`config.mk`:
```
export PLATFORM = sky130hd
export DESIGN_NAME = dither_frame_packer
export DESIGN_NICKNAME = d
export VERILOG_FILES = /design/src/rtl/dither_frame_packer.sv
export SDC_FILE = /design/constraint.sdc
export NUM_CORES = 1
export LEC_CHECK = 0
export ABC_AREA = 1
export CORE_ASPECT_RATIO = 0.6
export CORE_MARGIN = 4
export CORE_UTILIZATION = 58
export CTS_BUF_LIST = sky130_fd_sc_hd__clkbuf_8
export DETAILED_ROUTE_END_ITERATION = 10
export PLACE_DENSITY_LB_ADDON = 0.15
export SETUP_SLACK_MARGIN = 0.05
export SYNTH_ARGS = -nofsm -noshare
export SYNTH_HDL_FRONTEND = slang
export SYNTH_SLANG_ARGS = --single-unit
```
`constraint.sdc`:
```
create_clock -name i_clk -period 2.48 [get_ports i_clk]
set_clock_uncertainty 0.1 [all_clocks]
set_input_delay 0.496 -clock i_clk [delete_from_list [all_inputs] [get_ports i_clk]]
set_output_delay 0.496 -clock i_clk [all_outputs]
set_load 0.005 [all_outputs]
```
`src/rtl/dither_frame_packer.sv`:
```
// Frame-buffer readout packer: thresholds 8-bit pixels to 1 bit, packs 8 per byte MSB-first,
// and streams bytes over valid/ready. Define PACKER_HEADER_EN to prepend a 2-byte frame header.
//
// state   | meaning
// S_IDLE  | waiting for start
// S_HDR   | queueing the two header bytes (PACKER_HEADER_EN only)
// S_FETCH | issuing buffer reads 0..IMAGE_SIZE-1 as FIFO credit allows
// S_DRAIN | waiting for the last pixel byte to be packed and handshaken
// S_FIN   | one-cycle done pulse
module dither_frame_packer #(
   parameter int IMAGEX     = 64,
   parameter int IMAGEY     = 64,
   parameter int IMAGE_SIZE = IMAGEX * IMAGEY,
   parameter int RGB_SIZE   = 8,
   parameter int THRESHOLD  = 128,
   parameter int FIFO_DEPTH = 4,
   parameter int ADDR_W     = $clog2(IMAGE_SIZE)
) (
   input  logic                i_clk,
   input  logic                i_rst_n,
   input  logic                i_start,
   output logic                o_busy,
   output logic                o_done,
   output logic                o_rd_en,
   output logic [ADDR_W-1:0]   o_rd_addr,
   input  logic [RGB_SIZE-1:0] i_rd_data,
   output logic [7:0]          o_tx_data,
   output logic                o_tx_valid,
   input  logic                i_tx_ready,
   output logic                o_tx_last
);

   localparam int PTR_W = $clog2(FIFO_DEPTH);
   localparam int CNT_W = PTR_W + 1;
   localparam logic [ADDR_W-1:0]   LAST_ADDR = ADDR_W'(IMAGE_SIZE - 1);
   localparam logic [CNT_W-1:0]    DEPTH_C   = CNT_W'(FIFO_DEPTH);
   localparam logic [RGB_SIZE-1:0] THRESH_C  = RGB_SIZE'(THRESHOLD);
`ifdef PACKER_HEADER_EN
   localparam logic [7:0] HDR_B1 = {4'($clog2(IMAGEX)), 4'($clog2(IMAGEY))};
`endif

   typedef enum logic [2:0] {
      S_IDLE,
      S_HDR,
      S_FETCH,
      S_DRAIN,
      S_FIN
   } state_t;

   state_t r_state, w_state_nxt;

   logic [ADDR_W-1:0] r_rd_addr;
   logic              r_rd_vld;
   logic              r_rd_last;
   logic [6:0]        r_pack;
   logic [2:0]        r_bit_cnt;
`ifdef PACKER_HEADER_EN
   logic              r_hdr_idx;
`endif

   logic [8:0]        r_mem [FIFO_DEPTH];
   logic [PTR_W-1:0]  r_wr_ptr;
   logic [PTR_W-1:0]  r_rd_ptr;
   logic [CNT_W-1:0]  r_count;

   logic       w_pending;
   logic       w_credit;
   logic       w_rd_en;
   logic       w_bit;
   logic [7:0] w_pack_nxt;
   logic       w_pix_push;
   logic       w_hdr_push;
   logic       w_push;
   logic       w_pop;
   logic [7:0] w_push_data;
   logic       w_push_last;
   logic       w_fifo_full;
   logic       w_tx_valid;
   logic       w_busy;
   logic       w_done;

   // A partly packed byte or a read in flight will claim one FIFO slot, so reserve it.
   assign w_pending   = r_rd_vld | (r_bit_cnt != 3'd0);
   assign w_credit    = (r_count + CNT_W'(w_pending)) < DEPTH_C;
   assign w_bit       = (i_rd_data >= THRESH_C);
   assign w_pack_nxt  = {r_pack, w_bit};
   assign w_pix_push  = r_rd_vld && (r_bit_cnt == 3'd7);
   assign w_push      = w_pix_push | w_hdr_push;
   assign w_fifo_full = (r_count == DEPTH_C);
   assign w_tx_valid  = (r_count != '0);
   assign w_pop       = w_tx_valid & i_tx_ready;

   always_ff @(posedge i_clk or negedge i_rst_n) begin
      if (!i_rst_n) begin
         r_state <= S_IDLE;
      end else begin
         r_state <= w_state_nxt;
      end
   end

   always_comb begin
      w_state_nxt = r_state;
      w_rd_en     = 1'b0;
      w_hdr_push  = 1'b0;
      w_busy      = 1'b1;
      w_done      = 1'b0;
      case (r_state)
         S_IDLE: begin
            w_busy = 1'b0;
            if (i_start) begin
`ifdef PACKER_HEADER_EN
               w_state_nxt = S_HDR;
`else
               w_state_nxt = S_FETCH;
`endif
            end
         end
         S_HDR: begin
`ifdef PACKER_HEADER_EN
            if (!w_fifo_full) begin
               w_hdr_push = 1'b1;
               if (r_hdr_idx) begin
                  w_state_nxt = S_FETCH;
               end
            end
`else
            w_state_nxt = S_FETCH;
`endif
         end
         S_FETCH: begin
            w_rd_en = w_credit;
            if (w_credit && (r_rd_addr == LAST_ADDR)) begin
               w_state_nxt = S_DRAIN;
            end
         end
         S_DRAIN: begin
            if ((r_count == '0) && !w_pending) begin
               w_state_nxt = S_FIN;
            end
         end
         S_FIN: begin
            w_busy      = 1'b0;
            w_done      = 1'b1;
            w_state_nxt = S_IDLE;
         end
         default: begin
            w_state_nxt = S_IDLE;
         end
      endcase
   end

   always_comb begin
      w_push_data = w_pack_nxt;
      w_push_last = r_rd_last;
`ifdef PACKER_HEADER_EN
      if (w_hdr_push) begin
         w_push_data = r_hdr_idx ? HDR_B1 : 8'hA5;
         w_push_last = 1'b0;
      end
`endif
   end

   always_ff @(posedge i_clk or negedge i_rst_n) begin
      if (!i_rst_n) begin
         r_rd_addr <= '0;
         r_rd_vld  <= 1'b0;
         r_rd_last <= 1'b0;
         r_pack    <= '0;
         r_bit_cnt <= '0;
      end else begin
         if (w_rd_en) begin
            r_rd_addr <= (r_rd_addr == LAST_ADDR) ? '0 : r_rd_addr + ADDR_W'(1);
         end
         r_rd_vld  <= w_rd_en;
         r_rd_last <= w_rd_en && (r_rd_addr == LAST_ADDR);
         if (r_rd_vld) begin
            r_pack    <= w_pack_nxt[6:0];
            r_bit_cnt <= r_bit_cnt + 3'd1;
         end
      end
   end

`ifdef PACKER_HEADER_EN
   always_ff @(posedge i_clk or negedge i_rst_n) begin
      if (!i_rst_n) begin
         r_hdr_idx <= 1'b0;
      end else if (w_hdr_push) begin
         r_hdr_idx <= ~r_hdr_idx;
      end
   end
`endif

   // Each entry carries {last, data} so tx_last stays aligned with its byte.
   always_ff @(posedge i_clk or negedge i_rst_n) begin
      if (!i_rst_n) begin
         for (int i = 0; i < FIFO_DEPTH; i++) begin
            r_mem[i] <= '0;
         end
         r_wr_ptr <= '0;
         r_rd_ptr <= '0;
         r_count  <= '0;
      end else begin
         if (w_push) begin
            r_mem[r_wr_ptr] <= {w_push_last, w_push_data};
            r_wr_ptr        <= r_wr_ptr + PTR_W'(1);
         end
         if (w_pop) begin
            r_rd_ptr <= r_rd_ptr + PTR_W'(1);
         end
         case ({w_push, w_pop})
            2'b10:   r_count <= r_count + CNT_W'(1);
            2'b01:   r_count <= r_count - CNT_W'(1);
            default: r_count <= r_count;
         endcase
      end
   end

   assign o_busy     = w_busy;
   assign o_done     = w_done;
   assign o_rd_en    = w_rd_en;
   assign o_rd_addr  = r_rd_addr;
   assign o_tx_valid = w_tx_valid;
   assign o_tx_data  = r_mem[r_rd_ptr][7:0];
   assign o_tx_last  = w_tx_valid & r_mem[r_rd_ptr][8];

endmodule
```
==> flow_summary.ini, run 1 <==
[status]
status = completed

[critical_path]
worst-path-max-fanout = 10
ff2ff_path_depth = 10
worstPathCellList = inv_4, buf_6, nor2_1, o22ai_1, clkdlybuf4s50_1
endpoint_kind = primary output
critical_path_class = flip-flop to primary output
slowest_stage = clkdlybuf4s50_1
cp-start-kind = flip-flop
cp.required_ns = 1.88
critPathMaxStageDelay_ns = 0.52
crit_arrival_ns = 1.76

[die]
die_h_um = 67.3
start_util_pct = 60.5
coreArea_mm2 = 0.00562
fp-row-count = 21
fp.dieArea_mm2 = 0.00719
io_pins = 37
die_x_um = 107

[synth]
syn_area_mm2 = 0.00340
syn-instance-count = 390
avgSynthCellArea_um2 = 8.72
synth_edf_count = 0
ys_top_cells_by_area = dfrtp_1, nand2_1, o21ai_0
yosysTopAreaCell = dfrtp_1
ys_warn_count = 0
synth_nets = 412
ys.flop_type = dfrtp_1
yosysTopAreaCellShare_pct = 51.5
yosysUniqueCellTypes = 29
ys_ff_latch = 70
async_reset_ff_share_pct = 100
yosysSeqAreaShare_pct = 51.5

[power]
p_leak_uw = 0.00195
vdd_drop_max_v = 0.000682
power_switching_share_pct = 36.3
power_frac_seq_pct = 35.7
p_sw_uw = 1850
power_per_cell_area_mw_per_mm2 = 1230
pwr-share-clk_pct = 23.7
internal-power_uw = 3250
p_comb_share_pct = 40.5

[min_path]
hold_path.class = input port to async pin

[sta]
finalSetupViolCount = 0
tightest_slew_ns = 0.516
relSlewSlack_pct = 65.6
maxSlewViolCount = 0
setup_tns_ns = 0
hold_violations = 0
period_share_pct = 95.1
clock.fmax_mhz = 424
grt_setup_unrepaired = yes
layout_setup_ws_ns = 0.122
min_period_ns = 2.36

[routing]
vias = 2735
routed_wl_um = 7270
drc_errors = 0
drt-pass1-iter-count = 5
postRouteAntennaNets = 0
wl_per_cell_um = 14.0
drt-initial-drc-count = 228
via_per_inst = 5.26

[grt]
grt_pass1_vias = 2547
grt_max_degree = 24
grt_remaining_overflow = 0
track_usage_pct = 22.1
grt_pass1_wl_um = 12200
antenna_found_initial = 0

[cells_and_area]
areaGrowthSynthToFinish_pct = 21.7
num-nets-final = 457
diodes = 0
drive_gt1_share_pct = 14.8

[placed_design]
numPortBuffers = 29
dp_slack_ns = 0.127
gp_congestion = 0.840
dp_hpwl_um = 5010

[clocking]
clk_pin_slew_worst_paths_ns = 0.07
cts.path.max_buffers = 2
cts_max_level = 3
postCtsHoldBufs = 0
cts_tree = built
cts.sinks = 70
clk-insertion-delay-late_ns = 0.34
numCtsBuffers = 9
root_buffer = clkbuf_8

[flow_run]
drv_cap = 0
## layer usage
layer  global-route usage, %  share of wire, %  vias to the layer above
met1                    31.0                49                     1295
met4                    7.18              0.74                        0
met5                       0                 0                        -
met2                    33.7                44                       77
li1                        -                 -                     1356
met3                    6.21               6.0                        7
## cell families after synthesis
| group | share of synthesized area, % |
|---|---|
| AND/OR/NAND/NOR | 21.1 |
| AO/OA/AOI/OAI | 14.5 |
| buffers and inverters | 6.15 |
| XOR/XNOR | 2.83 |
| adder cells (fa/ha/maj) | 3.90 |
| flip-flops | 51.5 |
## state kept, by name (all words and copies together) (netlist names)
| register | cells |
|---|---|
| o_rd_addr | 12 |
| r_bit_cnt | 3 |
| r_count | 3 |
| r_mem | 36 |
| r_pack | 7 |
| r_rd_last | 1 |
| r_rd_ptr | 2 |
| r_rd_vld | 1 |
| r_state | 3 |
| r_wr_ptr | 2 |
## power by group through the flow
stage,sequential [uW],clock (uW),combinational (uW)
floorplan,1740,0,1330
global placement,1820,0,1900
detailed placement,1830,0,1970
CTS,1810,1230,1990
global route,1880,1280,2350
finish,1820,1210,2070
## worst max-delay path, delay by kind of cell, from the launching register on
kind / cells / cell delay (ns)
AND/OR/NAND/NOR: 1 / 0.04
flip-flops: 1 / 0.44
buffers and inverters: 3 / 0.77
AO/OA/AOI/OAI: 1 / 0.16
## synthesized netlist by cell type (3+ instances only)
cell / number
buf_6: 3
nor2_1: 34
nand3_1: 9
xnor2_1: 4
ha_1: 9
xor2_1: 7
dfrtp_1: 70
nand2_2: 9
o21ai_0: 67
o22ai_1: 8
inv_1: 35
nand2_1: 93
a21oi_1: 3
nor3_1: 4
nand4_1: 3
o21ai_2: 9
clkbuf_1: 7
nor2_2: 3
## placed cells by master (no fill, tap or decap), types with 3 or more instances in the layout
cell type / count
a21oi_1: 3
buf_4: 14
buf_6: 3
bufinv_16: 4
clkbuf_8: 10
clkdlybuf4s50_1: 23
dfrtp_1: 68
dlymetal6s2s_1: 3
ha_1: 9
inv_1: 34
nand2_1: 93
nand2_2: 9
nand3_1: 9
nand4_1: 3
nor2_1: 34
nor2_2: 3
nor3_1: 4
o21ai_0: 66
o21ai_2: 9
o22ai_1: 8
xnor2_1: 4
xor2_1: 7
## through the flow
stage	hold slack, ns	total power, uW	instances	utilization (%)	area [um2]
2_1_floorplan	0.100	3080	390	-	3400
3_3_place_gp	0.362	3720	497	67.4	3790
3_5_place_dp	0.367	3800	497	67.4	3790
4_1_cts	0.0252	5030	514	72.4	4070
5_1_grt	0.0468	5500	520	73.6	4140
6_report	0.0180	5110	520	73.6	4140
## path summary, 6_finish.rpt
kind                              startpoint           end  slack, ns
worst max-delay path             r_rd_ptr[0]  o_tx_data[7]       0.12
worst min-delay path                 i_rst_n     r_mem[15]       0.02
worst max register to register  r_bit_cnt[0]    r_count[2]       0.22
worst min register to register     r_pack[5]     r_pack[6]       0.38
max in group asynchronous            i_rst_n     r_mem[35]       1.66
min in group i_clk                 r_pack[5]     r_pack[6]       0.38
## timing repair
| action | 4_1_cts | 5_1_grt |
|---|---|---|
| setup endpoints to repair | 10 | 6 |
| setup buffers | 1 | 6 |
| resized for setup | 6 | 9 |
## area by class of cell
type | count | area (um2)
Multi-Input combinational cell | 271 | 1440
Tap cell | 80 | 100
Clock inverter | 6 | 133
Fill cell | 418 | 1490
Clock buffer | 10 | 138
Sequential cell | 70 | 1750
Timing Repair Buffer | 46 | 429
Inverter | 37 | 144
Power figures use the tool's default switching activity.
==> run 2, diff against run 1 <==
--- a/config.mk
+++ b/config.mk
@@ -6,6 +6,7 @@
 export NUM_CORES = 1
 export LEC_CHECK = 0
 export ABC_AREA = 1
+export CAP_MARGIN = 15
 export CORE_ASPECT_RATIO = 0.6
 export CORE_MARGIN = 4
 export CORE_UTILIZATION = 58
==> results of run 2 <==
Final layout, timing and power as in run 1 (identical DEF).
==> edit 1: new RTL, settings of run 2 <==
The parameter `FIFO_DEPTH` goes from 4 to 8.
--- a/src/rtl/dither_frame_packer.sv
+++ b/src/rtl/dither_frame_packer.sv
@@ -14,5 +14,5 @@
    parameter int RGB_SIZE   = 8,
    parameter int THRESHOLD  = 128,
-   parameter int FIFO_DEPTH = 4,
+   parameter int FIFO_DEPTH = 8,
    parameter int ADDR_W     = $clog2(IMAGE_SIZE)
 ) (
Formal check against the unedited RTL: same outputs for any inputs over 10 cycles, from zero or initial values and one cycle with i_rst_n low; that may be too few to reach the edited logic, so the function may still have changed.
==> edit 1 against run 2 <==
- routed wire length up 64%
- sequential cell count rose by 39
- setup slack got worse by 0.045 ns
- cell area increased by 46%
- non-clock buffer count up 11
- final cell count grew 48%
- largest cell class unchanged
- power is 34% higher
- area after synthesis grew 54%
==> edit 1: results (changes against run 2) <==
Drt pass-1 iters = 5 (unchanged)
Ys flop type = dfrtp_1 (unchanged)
Top post-synthesis cells by count = 170 x nand2_1, 109 x dfrtp_1, 103 x o21ai_0, 46 x nor2_1, 38 x inv_1 (was 93 x nand2_1, 70 x dfrtp_1, 67 x o21ai_0, 35 x inv_1, 34 x nor2_1)
R2R depth = 10 (unchanged)
Syn_nets = 628 (was 412)
Fillers = 688 (was 418)
Peak supply drop = 0.595 mV (was 0.682 mV)
Cells after Synth = 607 (was 390)
N_diodes = 0 (unchanged)
Layout Cells excl Fill = 768 (was 520)
Starting DRT DRC Count = 348 (was 228)
Worst min path class = flop to flop (was input port to asynchronous set/reset pin)
CTS root buf = clkbuf_8 (unchanged)
Hold path start = r_mem[9]
Worst rel slew slack = 69.6% (was 65.6%)
Synthesis Warnings = 0 (unchanged)
Placed cell count = 740 (was 497)
Leakage = 2.82 nW (was 1.95 nW)
Fraction of registers with async set/reset = 100% (unchanged)
Crit path max fanout = 6 (was 10)
Top cells by area, synth = dfrtp_1 52%, nand2_1 12%, o21ai_0 9.9%, nor2_1 3.3%, mux2i_1 3.1% (was dfrtp_1 52%, nand2_1 10%, o21ai_0 9.9%, inv_1 3.9%, nor2_1 3.8%)
First-pass GRT wire length = 19800 um (was 12200 um)
Number of global-route vias before repair = 4010 (was 2547)
RD Place Congestion = 0.863 (was 0.840)
CTS Buf Count = 9 (unchanged)
Worst skew pair latency = 0.40 ns (was 0.34 ns)
CTS Buffer Depth = 2 (unchanged)
R2R Path Start = r_bit_cnt[0] (unchanged)
Initial antenna violation count = 0 (unchanged)
Port Buffers = 29 (unchanged)
Fraction of layout cells with a size suffix above 1 = 14.5% (was 14.8%)
Sequential area share after synthesis = 52.2% (was 51.5%)
Largest register FFs = 72 (was 36)
Total Wirelength = 11900 um (was 7270 um)
DR vias/cell = 5.58 (was 5.26)
Place WS = 0.0831 ns (was 0.127 ns)
P_sw = 0.00285 W (was 0.00185 W)
Post-DP Area = 5660 um^2 (was 3790 um^2)
DP HPWL = 7890 um (was 5010 um)
H-tree depth = 3 (unchanged)
Final hold slack = 0.394 ns (was 0.0180 ns)
Nets@finish = 672 (was 457)
Unique masters post-synth = 27 (was 29)
Status = completed (unchanged)
Hold depth = 2
Pin count of the biggest net entering global routing = 39 (was 24)
R2R Setup Slk = 0.23 ns
Clk slew on worst S/H paths = 0.12 ns (was 0.07 ns)
GR Util All Layers = 24.3% (was 22.1%)
Setup violators final = 0 (unchanged)
Worst Hold End = r_mem[9]
-- edit 1: cell count changes after synthesis, moves of 8 or more --
cell,delta
dfrtp_1,+39
mux2i_1,+16
o21ai_0,+36
nor2_1,+12
o22ai_1,+8
buf_2,+14
nand2_1,+77
-- edit 1: kinds of logic after synthesis --
family / count (synthesis) / share of synthesized area (%)
AND/OR/NAND/NOR: 262 / 21.0
buffers and inverters: 63 / 5.36
adder cells (fa/ha/maj): 9 / 2.16
XOR/XNOR: 13 / 2.18
AO/OA/AOI/OAI: 135 / 14.0
flip-flops: 109 / 52.2
multiplexers: 16 / 3.07
-- edit 1: worst max path at each step --
stage,from,endpoint,slack [ns],cells after the start
final,r_rd_ptr[0],o_tx_data[6],0.08,8
after floorplan,r_bit_cnt[0],r_count[2],0.44,9
after CTS,r_rd_ptr[0],o_tx_data[7],-0.06,8
after global routing,r_rd_ptr[0],o_tx_data[6],-0.04,8
after detailed placement,i_tx_ready,r_count[2],0.08,9
after global placement,i_tx_ready,r_count[2],0.15,9
-- edit 1: layout make-up --
class	count	area share, %
sequential	109	45.4
inverter	39	2.43
clock buffer	9	2.06
tap	112	2.33
timing repair buffer	57	8.94
clock inverter	7	1.18
multi-input combinational	435	37.7
-- edit 1: worst max-delay path, cell delays in order, from the launching register on --
cell and delay [ns]:
dfrtp_2 0.46, buf_8 0.13, buf_6 0.13, buf_12 0.13, mux2i_1 0.19, o22ai_1 0.10, nand2_1 0.08, nand2_1 0.06
buf_2 0.13
-- edit 1: power groups by stage --
stage	clock network (W)	registers, W	logic (W)
after detailed placement	0	0.00268	0.00288
after CTS	0.00111	0.00265	0.00309
after global routing	0.00118	0.00273	0.00349
final	0.00108	0.00267	0.00311
after floorplan	0	0.00259	0.00197
after global placement	0	0.00265	0.00279
-- edit 1: layer usage --
metal / global-route usage [%] / share of wire (%) / vias up
li1: - / - / 2081
met1: 36.0 / 49 / 2067
met2: 35.6 / 43 / 116
met3: 5.00 / 6.3 / 22
met4: 8.62 / 1.6 / 0
met5: 0 / 0 / -
-- edit 1: repair_timing --
item,CTS,global route
gates resized for setup,30,31
endpoints found under the hold margin,24,0
setup endpoints to repair,10,8
hold buffers,1,0
buffers inserted,11,1
cloned,1,0
pin swaps,3,6
-- edit 1: through the flow --
step | util, % | setup TNS, ns
floorplan | - | 0
detailed placement | 65.5 | 0
global route | 69.6 | -0.0646
finish | 69.6 | 0
CTS | 69.4 | -0.0653
global placement | 65.5 | 0
==> edit 2: new RTL, config.mk and constraints of run 2 <==
Without the edit above. The 5 states of `state_t` get a one-hot encoding in 5 bits.
--- a/src/rtl/dither_frame_packer.sv
+++ b/src/rtl/dither_frame_packer.sv
@@ -40,10 +40,10 @@
 `endif
 
-   typedef enum logic [2:0] {
-      S_IDLE,
-      S_HDR,
-      S_FETCH,
-      S_DRAIN,
-      S_FIN
+   typedef enum logic [4:0] {
+      S_IDLE  = 5'b00001,
+      S_HDR   = 5'b00010,
+      S_FETCH = 5'b00100,
+      S_DRAIN = 5'b01000,
+      S_FIN   = 5'b10000
    } state_t;
 
Formal check against the unedited RTL: same outputs for any inputs over 10 cycles, from zero or initial values and one cycle with i_rst_n low; not proved beyond that.
==> edit 2 against run 2 <==
- setup slack got worse by 0.014 ns
- non-clock buffer count fell by 1
- via count is 2.6% higher
- area after synthesis increased by 0.85%
- power is 13% lower
- first-iteration DRC count decreased by 23%
- routed wire length grew 3.9%
- sequential cell count grew 1
- cell area up 1.5%
- count of clock-buffer cells in the layout shrank 1
- critical path type unchanged
==> edit 2: results (changes against run 2) <==
Status = completed (unchanged)
Pin count of the biggest net entering global routing = 72 (was 24)
Avg Cell Area, Syn = 8.68 um^2 (was 8.72 um^2)
Total Wirelength = 7550 um (was 7270 um)
Drt pass-1 iters = 7 (was 5)
Via Count = 2807 (was 2735)
DRT met1 WL = 3820 um (was 3550 um)
Fraction of layout cells with a size suffix above 1 = 13.5% (was 14.8%)
GR Util All Layers = 22.6% (was 22.1%)
P_sw = 0.00156 W (was 0.00185 W)
RD Place Congestion = 0.829 (was 0.840)
Leakage = 1.99 nW (was 1.95 nW)
DP HPWL = 4900 um (was 5010 um)
R2R Setup Slk = 0.14 ns (was 0.22 ns)
Final hold slack = 0.0509 ns (was 0.0180 ns)
Layout Cells excl Fill = 525 (was 520)
Number of global-route vias before repair = 2615 (was 2547)
Metal2 WL = 3230 um (about the same)
Crit path max-delay cell type = clkdlybuf4s50_1 (unchanged)
CP max stage delay = 0.45 ns (was 0.52 ns)
Top cells by area, synth = dfrtp_1 51%, o21ai_0 11%, nand2_1 9.4%, nor2_1 4.2%, inv_1 3.6% (was dfrtp_1 52%, nand2_1 10%, o21ai_0 9.9%, inv_1 3.9%, nor2_1 3.8%)
Unique masters post-synth = 36 (was 29)
Crit path max fanout = 6 (was 10)
First-pass GRT wire length = 12500 um (was 12200 um)
WL met3 = 459 um (was 435 um)
Starting DRT DRC Count = 176 (was 228)
Fmax = 422 MHz (was 424 MHz)
Top post-synthesis cells by count = 86 x nand2_1, 73 x o21ai_0, 70 x dfrtp_1, 38 x nor2_1, 33 x inv_1 (was 93 x nand2_1, 70 x dfrtp_1, 67 x o21ai_0, 35 x inv_1, 34 x nor2_1)
Worst-Margin Slew = 0.387 ns (was 0.516 ns)
Place WS = 0.156 ns (was 0.127 ns)
Peak supply drop = 0.551 mV (was 0.682 mV)
## edit 2: stage by stage
| stage | util, % | instance area (um^2) |
|---|---|---|
| floorplan | - | 3430 |
| detailed placement | 67.7 | 3820 |
| global route | 74.4 | 4200 |
| finish | 74.4 | 4200 |
| CTS | 72.7 | 4110 |
| global placement | 67.7 | 3820 |
## edit 2: path summary, 6_finish.rpt
check / from / to / cells past startpoint
min: i_rst_n / r_mem[27] / 2
min in group i_clk: r_mem[14] / r_mem[14] / 2
max: r_rd_ptr[0] / o_tx_data[1] / 5
max in group asynchronous: i_rst_n / r_state[0] / 2
min reg2reg: r_mem[14] / r_mem[14] / 2
max reg2reg: r_bit_cnt[0] / r_count[2] / 10
## edit 2: cell type report
| cell class | count | area (um^2) |
|---|---|---|
| Clock buffer | 9 | 124 |
| Clock inverter | 7 | 121 |
| Fill cell | 404 | 1450 |
| Inverter | 40 | 151 |
| Multi-Input combinational cell | 273 | 1440 |
| Sequential cell | 71 | 1780 |
| Tap cell | 80 | 100 |
| Timing Repair Buffer | 45 | 484 |
## edit 2: routing by layer
layer,GRT usage (%),vias to the layer above
li1,-,1381
met1,33.7,1337
met2,32.8,84
met3,6.11,5
met4,6.06,0
met5,0,-
## edit 2: power groups by stage
stage	clock network [W]	registers, W	logic [W]
after floorplan	0	0.00153	0.000973
after global placement	0	0.00157	0.00152
after detailed placement	0	0.00158	0.00156
after CTS	0.00114	0.00156	0.00163
after global routing	0.00119	0.00159	0.00194
final	0.00112	0.00156	0.00174
## edit 2: kinds of logic (layout without fill, tap and decap cells)
logic type	after synthesis	count (layout)	synth area share, %
buffers and inverters	51	101	6.13
AND/OR/NAND/NOR	163	163	21.8
AO/OA/AOI/OAI	91	91	14.1
flip-flops	71	71	51.9
adder cells (fa/ha/maj)	10	10	3.87
XOR/XNOR	9	9	2.30
## edit 2: timing repair
action	4_1_cts	5_1_grt
setup endpoints to repair	4	10
gates cloned	0	1
resized for setup	6	8
setup buffers	4	5
pin swaps	1	3
## edit 2: critical path, delay by kind of cell (launching register included)
family	cells	cell delay (ns)
AO/OA/AOI/OAI	2	0.27
buffers and inverters	3	0.73
flip-flops	1	0.44
